## config.mk

```make
export PLATFORM = sky130hd
export DESIGN_NAME = bram_dma_multi
export DESIGN_NICKNAME = d
export VERILOG_FILES = /design/src/rtl/bram_dma_multi.sv
export SDC_FILE = /design/constraint.sdc
export NUM_CORES = 1
export LEC_CHECK = 0
export CAP_MARGIN = 20
export CORE_MARGIN = 1
export CORE_UTILIZATION = 35
export DETAILED_ROUTE_END_ITERATION = 10
export SKIP_LAST_GASP = 1
export SYNTH_ARGS = -nofsm -noshare
export SYNTH_HDL_FRONTEND = slang
export SYNTH_SLANG_ARGS = --single-unit
export TNS_END_PERCENT = 1
```

## constraint.sdc

```tcl
create_clock -name clk -period 2.74 [get_ports clk]
set_input_delay 0.548 -clock clk [delete_from_list [all_inputs] [get_ports clk]]
set_output_delay 0.548 -clock clk [all_outputs]
set_load 0.01 [all_outputs]
```

## src/rtl/bram_dma_multi.sv

```systemverilog
// Descriptor-driven banked BRAM to BRAM copy engine with abort and error pulse.
// Define BRAM_DMA_PERF_EN to add cycle and word performance counters.
module bram_dma_multi #(
  parameter int SRC_BANKS  = 16,
  parameter int SRC_DEPTH  = 1024,
  parameter int DST_ADDR_W = 18,
  parameter int DATA_WIDTH = 8,
  parameter int RD_LAT     = 1,
  localparam int BW = $clog2(SRC_BANKS),
  localparam int AW = $clog2(SRC_DEPTH)
) (
  input  logic                  clk,
  input  logic                  rst_n,
  input  logic                  start_i,
  input  logic [AW-1:0]         cfg_src_base_i,
  input  logic [AW:0]           cfg_burst_i,
  input  logic [BW:0]           cfg_blocks_i,
  input  logic [DST_ADDR_W-1:0] cfg_dst_base_i,
  input  logic [DST_ADDR_W-1:0] cfg_dst_stride_i,
  input  logic                  abort_i,
  output logic                  src_en_o,
  output logic [BW+AW-1:0]      src_addr_o,
  input  logic [DATA_WIDTH-1:0] src_rdata_i,
  output logic                  dst_we_o,
  output logic [DST_ADDR_W-1:0] dst_addr_o,
  output logic [DATA_WIDTH-1:0] dst_wdata_o,
  output logic                  busy_o,
  output logic                  done_o,
  output logic                  err_o
`ifdef BRAM_DMA_PERF_EN
  ,
  output logic [31:0]           perf_cycles_o,
  output logic [AW+BW:0]        perf_words_o
`endif
);

  localparam logic [BW:0]   BANKS_C = (BW+1)'(SRC_BANKS);
  localparam logic [AW+1:0] DEPTH_C = (AW+2)'(SRC_DEPTH);

  typedef enum logic [1:0] {IDLE, RUN, DRAIN, DONE} state_t;

  state_t state, state_nx;

  logic [AW-1:0]         base_q;
  logic [AW:0]           burst_q;
  logic [BW:0]           blocks_q;
  logic [DST_ADDR_W-1:0] stride_q;
  logic [DST_ADDR_W-1:0] row_q;
  logic [BW-1:0]         bank_q;
  logic [AW-1:0]         off_q;
  logic                  err_q;

  logic [RD_LAT-1:0]     vld_q;
  logic [RD_LAT-1:0]     vld_lo;
  logic [DST_ADDR_W-1:0] adr_q [RD_LAT];

  logic [AW+1:0]         span;
  logic [DST_ADDR_W-1:0] cur_dst;
  logic cfg_bad, accept, rd;
  logic off_end, bank_end, last_rd, drain_ok;

  assign span    = {2'b00, cfg_src_base_i} + {1'b0, cfg_burst_i};
  assign cfg_bad = (cfg_burst_i == '0) || (cfg_blocks_i == '0) ||
                   (cfg_blocks_i > BANKS_C) || (span > DEPTH_C);
  assign accept  = (state == IDLE) && start_i && !cfg_bad;
  assign rd      = (state == RUN) && !abort_i;

  assign off_end  = ({1'b0, off_q} == burst_q - 1'b1);
  assign bank_end = ({1'b0, bank_q} == blocks_q - 1'b1);
  assign last_rd  = rd && off_end && bank_end;

  // The last stage drains in the same cycle DONE is entered.
  assign vld_lo   = vld_q << 1;
  assign drain_ok = (vld_lo == '0);

  assign cur_dst = row_q + DST_ADDR_W'(off_q);

  always_ff @(posedge clk) begin
    if (!rst_n) state <= IDLE;
    else        state <= state_nx;
  end

  always_comb begin
    state_nx = state;
    unique case (state)
      IDLE:    if (accept) state_nx = RUN;
      RUN:     if (abort_i || last_rd) state_nx = DRAIN;
      DRAIN:   if (drain_ok) state_nx = DONE;
      DONE:    state_nx = IDLE;
      default: state_nx = IDLE;
    endcase
  end

  always_comb begin
    src_en_o   = rd;
    src_addr_o = '0;
    busy_o     = (state == RUN) || (state == DRAIN);
    done_o     = (state == DONE);
    if (rd) src_addr_o = {bank_q, base_q + off_q};
  end

  always_ff @(posedge clk) begin
    if (!rst_n) begin
      base_q   <= '0;
      burst_q  <= '0;
      blocks_q <= '0;
      stride_q <= '0;
      row_q    <= '0;
      bank_q   <= '0;
      off_q    <= '0;
      err_q    <= 1'b0;
    end else begin
      err_q <= (state == IDLE) && start_i && cfg_bad;
      if ((state == IDLE) && start_i) begin
        base_q   <= cfg_src_base_i;
        burst_q  <= cfg_burst_i;
        blocks_q <= cfg_blocks_i;
        stride_q <= cfg_dst_stride_i;
        row_q    <= cfg_dst_base_i;
        bank_q   <= '0;
        off_q    <= '0;
      end else if (rd) begin
        if (off_end) begin
          off_q  <= '0;
          bank_q <= bank_q + 1'b1;
          row_q  <= row_q + stride_q;
        end else begin
          off_q <= off_q + 1'b1;
        end
      end
    end
  end

  always_ff @(posedge clk) begin
    if (!rst_n) begin
      vld_q <= '0;
      for (int i = 0; i < RD_LAT; i++) adr_q[i] <= '0;
    end else begin
      vld_q[0] <= rd;
      adr_q[0] <= cur_dst;
      for (int i = 1; i < RD_LAT; i++) begin
        vld_q[i] <= vld_q[i-1];
        adr_q[i] <= adr_q[i-1];
      end
    end
  end

  assign dst_we_o    = vld_q[RD_LAT-1];
  assign dst_addr_o  = dst_we_o ? adr_q[RD_LAT-1] : '0;
  assign dst_wdata_o = src_rdata_i;
  assign err_o       = err_q;

`ifdef BRAM_DMA_PERF_EN
  always_ff @(posedge clk) begin
    if (!rst_n) begin
      perf_cycles_o <= '0;
      perf_words_o  <= '0;
    end else if (accept) begin
      perf_cycles_o <= '0;
      perf_words_o  <= '0;
    end else begin
      if (busy_o)   perf_cycles_o <= perf_cycles_o + 1'b1;
      if (dst_we_o) perf_words_o  <= perf_words_o + 1'b1;
    end
  end
`endif

endmodule

```

Word level (Yosys, flattened, before mapping)
Memories as Yosys holds them, arrays and structs flattened.
Index checks and enable logic that the tools add are counted.
{"block": "totals", "register_bits": 80, "ramBits": 18, "latch_bits": 0, "out_inout_bits": 45, "word_cells": 65, "memories": 1, "inputBits": 74, "mem_bits_ro": 0}
{"memory": "adr_q", "depth": 1, "width": 18, "rd": 1, "rd_ports_with_merged_regs": 0, "write_ports": 1, "line": "55", "text": "logic [DST_ADDR_W-1:0] adr_q [RD_LAT];"}
{"block": "op_classes", "bitwise": 1, "add_sub_neg": 8, "n_mul": 0, "shift": 0, "div": 0, "n_mux": 13, "eq_ne": 7, "reduce_logical": 23, "n_lt_le_gt_ge": 2}
{"operator": "2-to-1 mux 18 bit", "count": 5}
{"operator": "adder 18 x 10 -> 18 bit", "count": 1}
{"operator": "adder 18 bit", "count": 1}
{"operator": "OR reduction 18 bit", "count": 1}
{"operator": "2-to-1 mux 14 bit", "count": 1}
{"operator": "adder 10 x 11 -> 12 bit", "count": 1}
{"operator": "greater-than comparator 12 x 11 -> 1 bit, second input constant", "count": 1}
{"operator": "equality test 10 x 11 -> 1 bit", "count": 1}
{"operator": "logical NOT 11 bit", "count": 1}
{"operator": "subtractor 11 x 1 -> 11 bit, second input constant", "count": 1}
{"operator": "adder 10 x 1 -> 10 bit, second input constant", "count": 1}
{"operator": "adder 10 bit", "count": 1}
{"operator": "2-to-1 mux 10 bit", "count": 1}
{"operator": "one-hot mux 2 bit (4 select lines)", "count": 1}
{"operator": "logical AND 1 bit", "count": 6}
{"operator": "AND reduction 2 bit", "count": 3}
{"operator": "equality test 4 x 5 -> 1 bit", "count": 1}
{"operator": "greater-than comparator 5 bit, second input constant", "count": 1}
{"operator": "logical NOT 5 bit", "count": 1}
{"operator": "logical OR 1 bit", "count": 5}
{"operator": "subtractor 5 x 1 -> 5 bit, second input constant", "count": 1}
{"operator": "adder 4 x 1 -> 4 bit, second input constant", "count": 1}
{"operator": "equality test 2 bit, second input constant", "count": 2}
{"operator": "2-to-1 mux 2 bit", "count": 2}
{"operator": "other kinds (9)", "count": 13}

Depth between registers and ports, before layout
Gate-level depths: netlist (run 1).
{"block": "depth", "ltp_word": 8, "mapped_depth": 11, "ltp_nobuf": 11}

Least setup slack after synthesis (run 1)
Ideal clock, no wire load.
{"block": "synth_timing", "kind": "in2reg", "startpoint": "input port cfg_src_base_i[0]", "endpoint": "register state[1]", "path_stages": 11, "setup_slack_ns": -0.066, "t_required_ns": 2.622, "n_path_buf": 0, "arrival_time_ns": 2.688, "path_cell_list": "ha_1 > inv_1 > fa_1 > nand2b_1 > a211oi_1 > o221a_2 > nor2_1 > o32a_1 > a2bb2oi_1 > a211o_1 > mux2i_1"}
{"block": "synth_between", "elab_chain_cells": 7}
{"item": "from (decl)", "line": "15", "text": "input logic [AW-1:0] cfg_src_base_i,"}
{"item": "adder 10 x 11 -> 12 bit", "line": "62", "text": "assign span = {2'b00, cfg_src_base_i} + {1'b0, cfg_burst_i};"}
{"item": "greater-than comparator 12 x 11 -> 1 bit", "line": "64", "text": "(cfg_blocks_i > BANKS_C) || (span > DEPTH_C);"}
{"item": "logical OR 1 bit", "line": "64"}
{"item": "logical NOT 1 bit", "line": "65", "text": "assign accept = (state == IDLE) && start_i && !cfg_bad;"}
{"item": "logical AND 1 bit", "line": "65"}
{"item": "!= test 2 bit (no source line)"}
{"item": "AND reduction 2 bit (no source line)"}
{"item": "to (signal assigned)", "line": "80", "text": "else state <= state_nx;"}
{"item": "to (decl)", "line": "42", "text": "state_t state, state_nx;"}
Every way passes these cells.
A chain may end at the register's enable or synchronous reset.

Worst setup path in the final report (run 1)
{"block": "layout_timing", "startpoint": "register base_q[0]", "endpoint": "output port src_addr_o[6]"}
{"block": "layout_between", "elab_chain_cells": 2}
{"item": "from (decl)", "line": "44", "text": "logic [AW-1:0] base_q;"}
{"item": "from (signal assigned)", "line": "115", "text": "base_q <= cfg_src_base_i;"}
{"item": "adder 10 bit", "line": "99", "text": "if (rd) src_addr_o = {bank_q, base_q + off_q};"}
{"item": "2-to-1 mux 14 bit", "line": "99"}
{"item": "to (decl)", "line": "22", "text": "output logic [BW+AW-1:0] src_addr_o,"}
Every way passes these cells.

==> results of run 1 <==
==> worst max-delay path, cell delays in order (launching register included) <==
cell                              delay [ns]
sky130_fd_sc_hd__dfxtp_1                0.32
sky130_fd_sc_hd__ha_2                   0.19
sky130_fd_sc_hd__fa_2                   0.34
sky130_fd_sc_hd__a21o_1                 0.18
sky130_fd_sc_hd__a21oi_2                0.13
sky130_fd_sc_hd__o21bai_1               0.09
sky130_fd_sc_hd__a21oi_2                0.14
sky130_fd_sc_hd__buf_4                  0.12
sky130_fd_sc_hd__buf_4                  0.09
sky130_fd_sc_hd__xnor2_1                0.10
sky130_fd_sc_hd__nor2_1                 0.05
sky130_fd_sc_hd__clkdlybuf4s15_2        0.22
==> kinds of logic (layout without fill, tap and decap cells) <==
family                   Yosys count  in the layout  synth area share
flip-flops                        98             98            0.3044
buffers and inverters             67            222           0.04543
AO/OA/AOI/OAI                    190            190            0.1854
multiplexers                      17             17           0.02679
adder cells (fa/ha/maj)           58             58            0.1173
AND/OR/NAND/NOR                  310            310            0.2351
XOR/XNOR                          63             63           0.08561
==> registers in the layout, summed over array words and instances, names as in the netlist, 2 cells and up <==
name and count:
off_q 10, burst_q 11, base_q 10, state 2, bank_q 4, row_q 18
stride_q 18, blocks_q 5, adr_q 18
==> routing by layer <==
metal,track usage,routed length (um),vias up
met4,0.06401,286,0
li1,-,-,3115
met5,0,0,-
met2,0.2954,7539,89
met3,0.02428,499,19
met1,0.2502,8369,2674
==> area by class of cell <==
class	instances	area, um^2
repair buffers	178	1610
fillers	1846	9482
flip-flops and latches	98	1966
well taps	229	286.5
inverters	28	105.1
clock inverters	7	52.55
multi-input cells	638	4298
clock buffers	9	225.2
==> cell usage after synthesis, drive strengths merged (2+ instances only) <==
library cell  instances
nand2               121
dfxtp                98
a21oi                87
nor2                 57
ha                   54
xnor2                35
clkbuf               29
and2                 28
inv                  28
o21ai                28
xor2                 28
nor3                 20
nand3                16
mux2i                15
a211oi               13
a21o                 11
nand2b               11
and3                 10
buf                  10
a31oi                 7
nand4                 7
nor4                  7
nor2b                 6
o211ai                6
o21a                  6
or2                   6
nor3b                 5
o31ai                 5
or3                   5
fa                    4
nor4b                 4
o311ai                3
o31a                  3
a2111o                2
a211o                 2
mux2                  2
nand4b                2
o21bai                2
o221a                 2
o22ai                 2
or4                   2
==> timing repair <==
item | in CTS | in global routing
pin swaps | 12 | 7
setup endpoints to repair | 18 | 24
buffers inserted | 1 | 0
resized for setup | 34 | 10
==> path summary, 6_finish.rpt <==
| check | end | slack, ns | depth (start not counted) |
|---|---|---|---|
| max | src_addr_o[6] | -0.13 | 11 |
| min | base_q[4]$_SDFFE_PN0P_ | 0.46 | 2 |
| max reg2reg | row_q[16]$_SDFFE_PN0P_ | -0.04 | 12 |
| min reg2reg | base_q[4]$_SDFFE_PN0P_ | 0.46 | 2 |
==> power groups by stage <==
stage               clock, mW  sequential (mW)  combinational, mW
finish                   1.21             1.64               1.06
floorplan                   0             1.64              0.706
CTS                      1.24             1.64               1.06
global route             1.30             1.65               1.19
global placement            0             1.67               1.04
detailed placement          0             1.67               1.05
==> results.toml, run 1 <==
[placed_design]
final_estimated_routing_congestion_in_global_placement = 0.8560
dp_worst_setup_slack_ns = -0.8306
post-place-cells = 1170
place.port_buffers = 102
detailed_place_hpwl_um = 13060
post_dp_cell_area_um2 = 8184

[global_route]
gr-total-overflow = 0
grt_start_max_net_pins = 39
grt_first_pass_wirelength_um = 27040
vias_in_the_first_global_route = 5435
antenna_found_initial = 0
total_track_usage = 0.1836

[synth]
ys_dominant_reg_cell = "sky130_fd_sc_hd__dfxtp_1"
synthDominantAreaCellType = "sky130_fd_sc_hd__dfxtp_1"
syn_inst = 803
asyncSetResetFlopFracSynth = 0
net_count_synth = 935
synth.area.top_cells = "sky130_fd_sc_hd__dfxtp_1, sky130_fd_sc_hd__ha_1, sky130_fd_sc_hd__nand2_1, sky130_fd_sc_hd__a21oi_1, sky130_fd_sc_hd__xnor2_1"
post_synth_instance_area_um2 = 6445
syn_area_per_cell_um2 = 8.026
synth_cell_types = 65
synth_largest_type_area_fraction = 0.3044
synth_seq_area_share = 0.3044
warnings_synthesis = 0
synth_edf_count = 0
postSynthRegisterBits = 98

[timing]
grt_setup_unrepaired = "yes"
finalSetupViolCount = 14
worstMarginPinSlew_ns = 0.5801
worst_case_clock_skew_ns = 0.01229
slew_headroom = 0.6084
max_freq_mhz = 348.5
setup_tns_ns = -0.8576
timing.final.crit_share = 1.047
finalWorstSetupSlack_ns = -0.1298
finalWorstPathRequiredPeriod_ns = 2.870
final-hold-violation-count = 0
hold_ws_ns = 0.4598
final_max_slew_viol_count = 0

[cts]
cts.htree.levels = 3
clock_latency_of_the_later_clocked_register_in_the_worst_skew_pair_ns = 0.35
cts.sinks = 98
tritoncts = "yes"
cts_root_buffer = "sky130_fd_sc_hd__clkbuf_16"
post_cts_hold_buffer_count = 0
path_clk_slew_ns = 0.07
cts_max_path_buffers = 2
tritoncts.num_buffers = 9

[power_and_ir_drop]
seq_power_share = 0.419
netSwitchingPower_mw = 1.234
cell_int_power_mw = 2.676
power.density_cell_area_nw_per_um2 = 457.6
power.switching_fraction = 0.3156
final_total_power_mw = 3.910
power.leakage_nw = 3.540
combPwrFrac = 0.272
ir_worst_vdd_v = 0.0002925
share_clk_of_total_power = 0.309

[layout]
area_growth_syn_to_layout_pct = 32.56
most_frequent_standard_cell_in_the_layout_excluding_fill_and_tap_cells = "sky130_fd_sc_hd__nand2_1"
finish.instance_area_um2 = 8543
antenna_cells = 0
drive_gt1_frac = 0.1451
utilization = 0.4740
final-instance-count-excl-fill = 1187
fin_nets = 1085
layout_common_cells = "sky130_fd_sc_hd__nand2_1, sky130_fd_sc_hd__dfxtp_1, sky130_fd_sc_hd__clkdlybuf4s50_1"

[setup_path]
cp-start-kind = "flop"
cp.required_ns = 2.19
critPathArrivalTime_ns = 2.32
rr_startpoint = "row_q[0]$_SDFFE_PN0P_"
critical_path.endpoint_type = "primary output"
critical_path_class = "flop to primary output"
worstSetupStartpoint = "base_q[0]$_SDFFE_PN0P_"
worstPathMaxFanout = 2

[outcome]
status = "complete, but fails checks"
failed_checks = "negative setup slack"

[route]
antenna_violating_nets_post_route = 0
wirelength_um = 16700
wl_per_cell_um = 14.06
vias_per_cell = 4.968
routed-via-count = 5897
first_iter_violations = 258
detailedRoute.firstPassIterationCount = 4
route.detailed.drc = 0

[job]
cap_viol_max_count = 0

[floorplanning]
pin_count = 119
floorplan.die_area_um2 = 18960
core_area_um2 = 18020
initial_utilization = 0.3576
die_height_um = 137.7
die-width_um = 137.7
floorplan.rows = 49

[min_path]
timing.hold.worst.start = "base_q[4]$_SDFFE_PN0P_"
hold_path.class = "flop to flop"
(Power assumes the default switching activity.)
==> run 2: changes to the inputs <==
- CORE_MARGIN: 1 -> 1.5
- clock period: 2.74 -> 2.46 ns (I/O delays scaled with it)
==> results.toml, run 2 (synthesized netlist as in run 1, its figures left out) <==
[placed_design]
detailed_place_hpwl_um = 13340
place.port_buffers = 102
final_estimated_routing_congestion_in_global_placement = 0.8724
post-place-cells = 1191
post_dp_cell_area_um2 = 8406

[cts]
cts.sinks = 98
cts.htree.levels = 3
clock_latency_of_the_later_clocked_register_in_the_worst_skew_pair_ns = 0.35
tritoncts = "yes"
tritoncts.num_buffers = 9
cts_root_buffer = "sky130_fd_sc_hd__clkbuf_16"
path_clk_slew_ns = 0.07
cts_max_path_buffers = 2

[layout]
layout_common_cells = "sky130_fd_sc_hd__nand2_1, sky130_fd_sc_hd__dfxtp_1, sky130_fd_sc_hd__clkdlybuf4s50_1"
most_frequent_standard_cell_in_the_layout_excluding_fill_and_tap_cells = "sky130_fd_sc_hd__nand2_1"
finish.instance_area_um2 = 8740
utilization = 0.4849
fin_nets = 1107
area_growth_syn_to_layout_pct = 35.60
drive_gt1_frac = 0.1582
reg_top3 = "adr_q: 18 flops, row_q: 18 flops, stride_q: 18 flops"
final-instance-count-excl-fill = 1210

[timing]
grt_setup_unrepaired = "yes"
final_max_slew_viol_count = 0
finalSetupViolCount = 26
finalWorstPathRequiredPeriod_ns = 2.803
worstMarginPinSlew_ns = 0.5875
final-hold-violation-count = 0
finalWorstSetupSlack_ns = -0.3426
worst_case_clock_skew_ns = 0.007834
slew_headroom = 0.6033
max_freq_mhz = 356.8
timing.final.crit_share = 1.139

[global_route]
gr-total-overflow = 0
grt_start_max_net_pins = 47
grt_first_pass_wirelength_um = 28390
total_track_usage = 0.1812
vias_in_the_first_global_route = 5872
antenna_found_initial = 0

[setup_path]
crit_path_cell_trace = "ha_1 > a21o_1 > a21o_1 > a21o_1 > a21oi_2 > o21a_1 > o21ai_0 > xnor2_1 > nor2_1 > buf_2"
worstRegToRegCells = 13
critPathMaxStageDelay_ns = 0.32
timing.reg2reg.setup_slack_ns = -0.30
rr_startpoint = "off_q[0]$_SDFFE_PP0P_"
cp_num_buf_inv = 1
critical_path_class = "flop to primary output"
critical_path.endpoint_type = "primary output"
path_delay_family = "compound AO/OA/AOI/OAI gates"
crit_top_cell = "sky130_fd_sc_hd__a21o_1"
worstPathMaxFanout = 2
critPathArrivalTime_ns = 2.31
cp.required_ns = 1.97
critical_path.reg2reg.endpoint = "adr_q[0][16]$_SDFF_PN0_"
cp-start-kind = "flop"
critPathSlowestCell = "sky130_fd_sc_hd__dfxtp_2"

[floorplanning]
initial_utilization = 0.3576
pin_count = 119
floorplan.die_area_um2 = 19240
floorplan.rows = 49
die-width_um = 138.7
die_height_um = 138.7
core_area_um2 = 18020

[power_and_ir_drop]
ir_worst_vdd_v = 0.0003232
power.leakage_nw = 3.654
power.density_cell_area_nw_per_um2 = 512.7

[route]
routed-via-count = 6045
first_iter_violations = 293
wl_per_cell_um = 14.13
wirelength_um = 17100
antenna_violating_nets_post_route = 0
detailedRoute.firstPassIterationCount = 4
vias_per_cell = 4.996
route.detailed.drc = 0

[min_path]
worstHoldPathCells = 2
hold-path-endpoint = "base_q[8]$_SDFFE_PN0P_"
hold_path.class = "flop to flop"
timing.hold.worst.start = "base_q[8]$_SDFFE_PN0P_"

[outcome]
status = "complete, but fails checks"
failed_checks = "negative setup slack"

[job]
cap_viol_max_count = 0
## run 2: stage by stage
| stage | worst slack (ns) | total power [mW] | setup TNS [ns] | hold slack (ns) |
|---|---|---|---|---|
| 6_report | -0.3426 | 4.481 | -5.290 | 0.4622 |
| 5_1_grt | -0.5240 | 4.748 | -11.85 | 0.4805 |
| 4_1_cts | -0.3994 | 4.524 | -6.235 | 0.4643 |
| 3_5_place_dp | -0.9246 | 3.089 | -7.159 | 0.4547 |
| 3_3_place_gp | -0.8571 | 3.075 | -6.969 | 0.4484 |
| 2_1_floorplan | -0.1113 | 2.618 | -0.3970 | 0.4406 |
## run 2: worst max path at each step
stage	from	to	slack, ns	depth (start not counted)
after detailed placement	cfg_src_base_i[0]	state[1]$_SDFFE_PN0P_	-0.92	11
final	base_q[1]$_SDFFE_PN0P_	src_addr_o[9]	-0.34	10
after floorplan	cfg_src_base_i[0]	state[1]$_SDFFE_PN0P_	-0.11	10
after CTS	base_q[0]$_SDFFE_PN0P_	src_addr_o[8]	-0.40	11
after global placement	cfg_src_base_i[0]	state[1]$_SDFFE_PN0P_	-0.86	11
after global routing	base_q[0]$_SDFFE_PN0P_	src_addr_o[8]	-0.52	11
## run 2: power by group
group | total [mW] | internal [mW] | switching (mW) | leakage (nW)
combinational | 1.25 | 0.615 | 0.632 | 2.71
clock | 1.42 | 0.794 | 0.623 | 0.136
sequential | 1.82 | 1.71 | 0.107 | 0.806
total | 4.48 | 3.12 | 1.36 | 3.65
## run 2: what timing repair did
action / CTS / global route
cloned: 0 / 0
pin swaps: 9 / 4
resized for setup: 25 / 4
hold buffers: 0 / 0
setup buffers: 2 / 0
setup endpoints to repair: 35 / 55
## run 2: final cells by class
| type | count | area (um^2) |
|---|---|---|
| Antenna cell | 1 | 2.502 |
| Clock buffer | 11 | 232.7 |
| Clock inverter | 5 | 62.56 |
| Fill cell | 1819 | 9285 |
| Inverter | 28 | 105.1 |
| Multi-Input combinational cell | 638 | 4285 |
| Sequential cell | 98 | 1966 |
| Tap cell | 229 | 286.5 |
| Timing Repair Buffer | 200 | 1799 |
## run 2: per-layer routing
layer	up-vias	global-route usage	wire [um]	part of all wire
li1	3156	-	-	-
met1	2767	0.2410	8472	0.50
met2	98	0.2972	7711	0.45
met3	24	0.02935	563	0.033
met4	0	0.06579	353	0.021
met5	-	0	0	0
## run 2: tightest hold or removal path, delay by kind of cell, from the launching register on
family / cells / cell delay (ns)
AOI/OAI and AO/OA: 1 / 0.05
and+or+nand+nor: 1 / 0.05
DFF: 1 / 0.31
==> run 3: changes to the inputs <==
- CORE_ASPECT_RATIO: not set -> 1.5
==> results.toml, run 3 (synthesized netlist as in run 1, its figures left out) <==
[route]
first_iter_violations = 212
wl_per_cell_um = 14.46
vias_per_cell = 5.096
antenna_violating_nets_post_route = 0
wirelength_um = 17390
route.detailed.drc = 0
routed-via-count = 6130
detailedRoute.firstPassIterationCount = 4

[layout]
fin_nets = 1113
layout_common_cells = "sky130_fd_sc_hd__nand2_1, sky130_fd_sc_hd__buf_4, sky130_fd_sc_hd__dfxtp_1"
reg_top3 = "adr_q: 18 flops, row_q: 18 flops, stride_q: 18 flops"
final-instance-count-excl-fill = 1203
area_growth_syn_to_layout_pct = 35.76
most_frequent_standard_cell_in_the_layout_excluding_fill_and_tap_cells = "sky130_fd_sc_hd__nand2_1"
antenna_cells = 0
utilization = 0.4856
drive_gt1_frac = 0.1684

[cts]
tritoncts.num_buffers = 9
tritoncts = "yes"
cts.htree.levels = 3
clock_latency_of_the_later_clocked_register_in_the_worst_skew_pair_ns = 0.34
cts_max_path_buffers = 2
path_clk_slew_ns = 0.07
cts.sinks = 98
cts_root_buffer = "sky130_fd_sc_hd__clkbuf_16"
post_cts_hold_buffer_count = 0

[setup_path]
path_delay_family = "compound AO/OA/AOI/OAI gates"
critPathMaxStageDelay_ns = 0.41
cp-start-kind = "input pin"
timing.reg2reg.setup_slack_ns = -0.30
critPathSlowestCell = "sky130_fd_sc_hd__fa_2"
crit_path_cell_trace = "clkdlybuf4s15_2 > ha_4 > inv_2 > fa_2 > xnor2_2 > nor4b_2 > o21ai_1 > a2111o_1 > nor4_4 > a2bb2oi_2 > a211o_1 > mux2i_1"
critical_path.endpoint_type = "flop"
cp_num_buf_inv = 2
critical_path_class = "input pin to flop"
cp.required_ns = 2.69
worstRegToRegCells = 13
crit_cells = 12
worstPathMaxFanout = 2
critPathArrivalTime_ns = 3.08

[timing]
max_freq_mhz = 350.5
hold_ws_ns = 0.4663
grt_setup_unrepaired = "yes"
finalWorstPathRequiredPeriod_ns = 2.853
finalSetupViolCount = 47
final_max_slew_viol_count = 0
timing.final.crit_share = 1.160
worstMarginPinSlew_ns = 0.6080
worst_case_clock_skew_ns = 0.007382
slew_headroom = 0.5895
final-hold-violation-count = 0
finalWorstSetupSlack_ns = -0.3930

[job]
cap_viol_max_count = 0

[power_and_ir_drop]
power.leakage_nw = 3.689
seq_power_share = 0.412
final_total_power_mw = 4.399
share_clk_of_total_power = 0.300
cell_int_power_mw = 3.044
netSwitchingPower_mw = 1.355
power.density_cell_area_nw_per_um2 = 502.7
ir_worst_vdd_v = 0.0003260
power.switching_fraction = 0.3080
combPwrFrac = 0.288

[floorplanning]
pin_count = 119
floorplan.rows = 60
floorplan.die_area_um2 = 19250
die-width_um = 113.8
initial_utilization = 0.3577
die_height_um = 169.2
core_area_um2 = 18020

[placed_design]
detailed_place_hpwl_um = 13800
dp_worst_setup_slack_ns = -0.9691
final_estimated_routing_congestion_in_global_placement = 0.8754
place.port_buffers = 102
post-place-cells = 1184

[global_route]
gr-total-overflow = 0
total_track_usage = 0.1831
antenna_found_initial = 0
grt_start_max_net_pins = 50
grt_first_pass_wirelength_um = 28350
vias_in_the_first_global_route = 5989

[outcome]
status = "complete, but fails checks"
failed_checks = "negative setup slack"

[min_path]
worstHoldPathCells = 2
hold_path.class = "flop to flop"
## run 3: path summary, 6_finish.rpt
path / startpoint / endpoint
hold / removal: base_q[6]$_SDFFE_PN0P_ / base_q[6]$_SDFFE_PN0P_
setup / recovery: cfg_src_base_i[0] / state[1]$_SDFFE_PN0P_
setup reg to reg: off_q[0]$_SDFFE_PP0P_ / adr_q[0][16]$_SDFF_PN0_
hold reg to reg: base_q[6]$_SDFFE_PN0P_ / base_q[6]$_SDFFE_PN0P_
## run 3: layer usage
metal | share of wire | routed length, um | GRT usage | up-vias
met5 | 0 | 0 | 0 | -
met2 | 0.53 | 9297 | 0.3578 | 91
met3 | 0.026 | 456 | 0.02357 | 21
met1 | 0.42 | 7235 | 0.1983 | 2857
li1 | - | - | - | 3161
met4 | 0.023 | 405 | 0.06359 | 0
## run 3: cell type report
class,count,area (um^2)
tap,217,271.5
clock buffer,11,242.7
multi-input combinational,638,4314
fill,1761,9268
sequential,98,1968
clock inverter,5,30.03
timing repair buffer,206,1818
inverter,28,105.1
## run 3: power groups by stage
| stage | Combinational (mW) | Sequential (mW) | Clock, mW |
|---|---|---|---|
| after floorplan | 0.795 | 1.82 | 0 |
| after detailed placement | 1.26 | 1.85 | 0 |
| final | 1.26 | 1.81 | 1.32 |
| after global routing | 1.40 | 1.83 | 1.41 |
| after global placement | 1.24 | 1.85 | 0 |
| after CTS | 1.27 | 1.81 | 1.36 |
## run 3: what timing repair did
item                                    CTS  global route
buffers inserted                          2             1
endpoints found under the setup margin   52            59
gates resized for setup                  37             6
pin swaps                                15             3
## run 3: tightest hold or removal path: cells and delay by family, from the launching register on
family	cells	cell delay [ns]
flops	1	0.31
compound gates	1	0.05
simple gates	1	0.05
## run 3: per-stage QoR
stage,setup TNS (ns),instance area (um^2)
after global placement,-7.704,8403
after global routing,-16.67,8750
after floorplan,-0.3970,6499
after CTS,-7.111,8711
final,-6.337,8750
after detailed placement,-8.245,8403
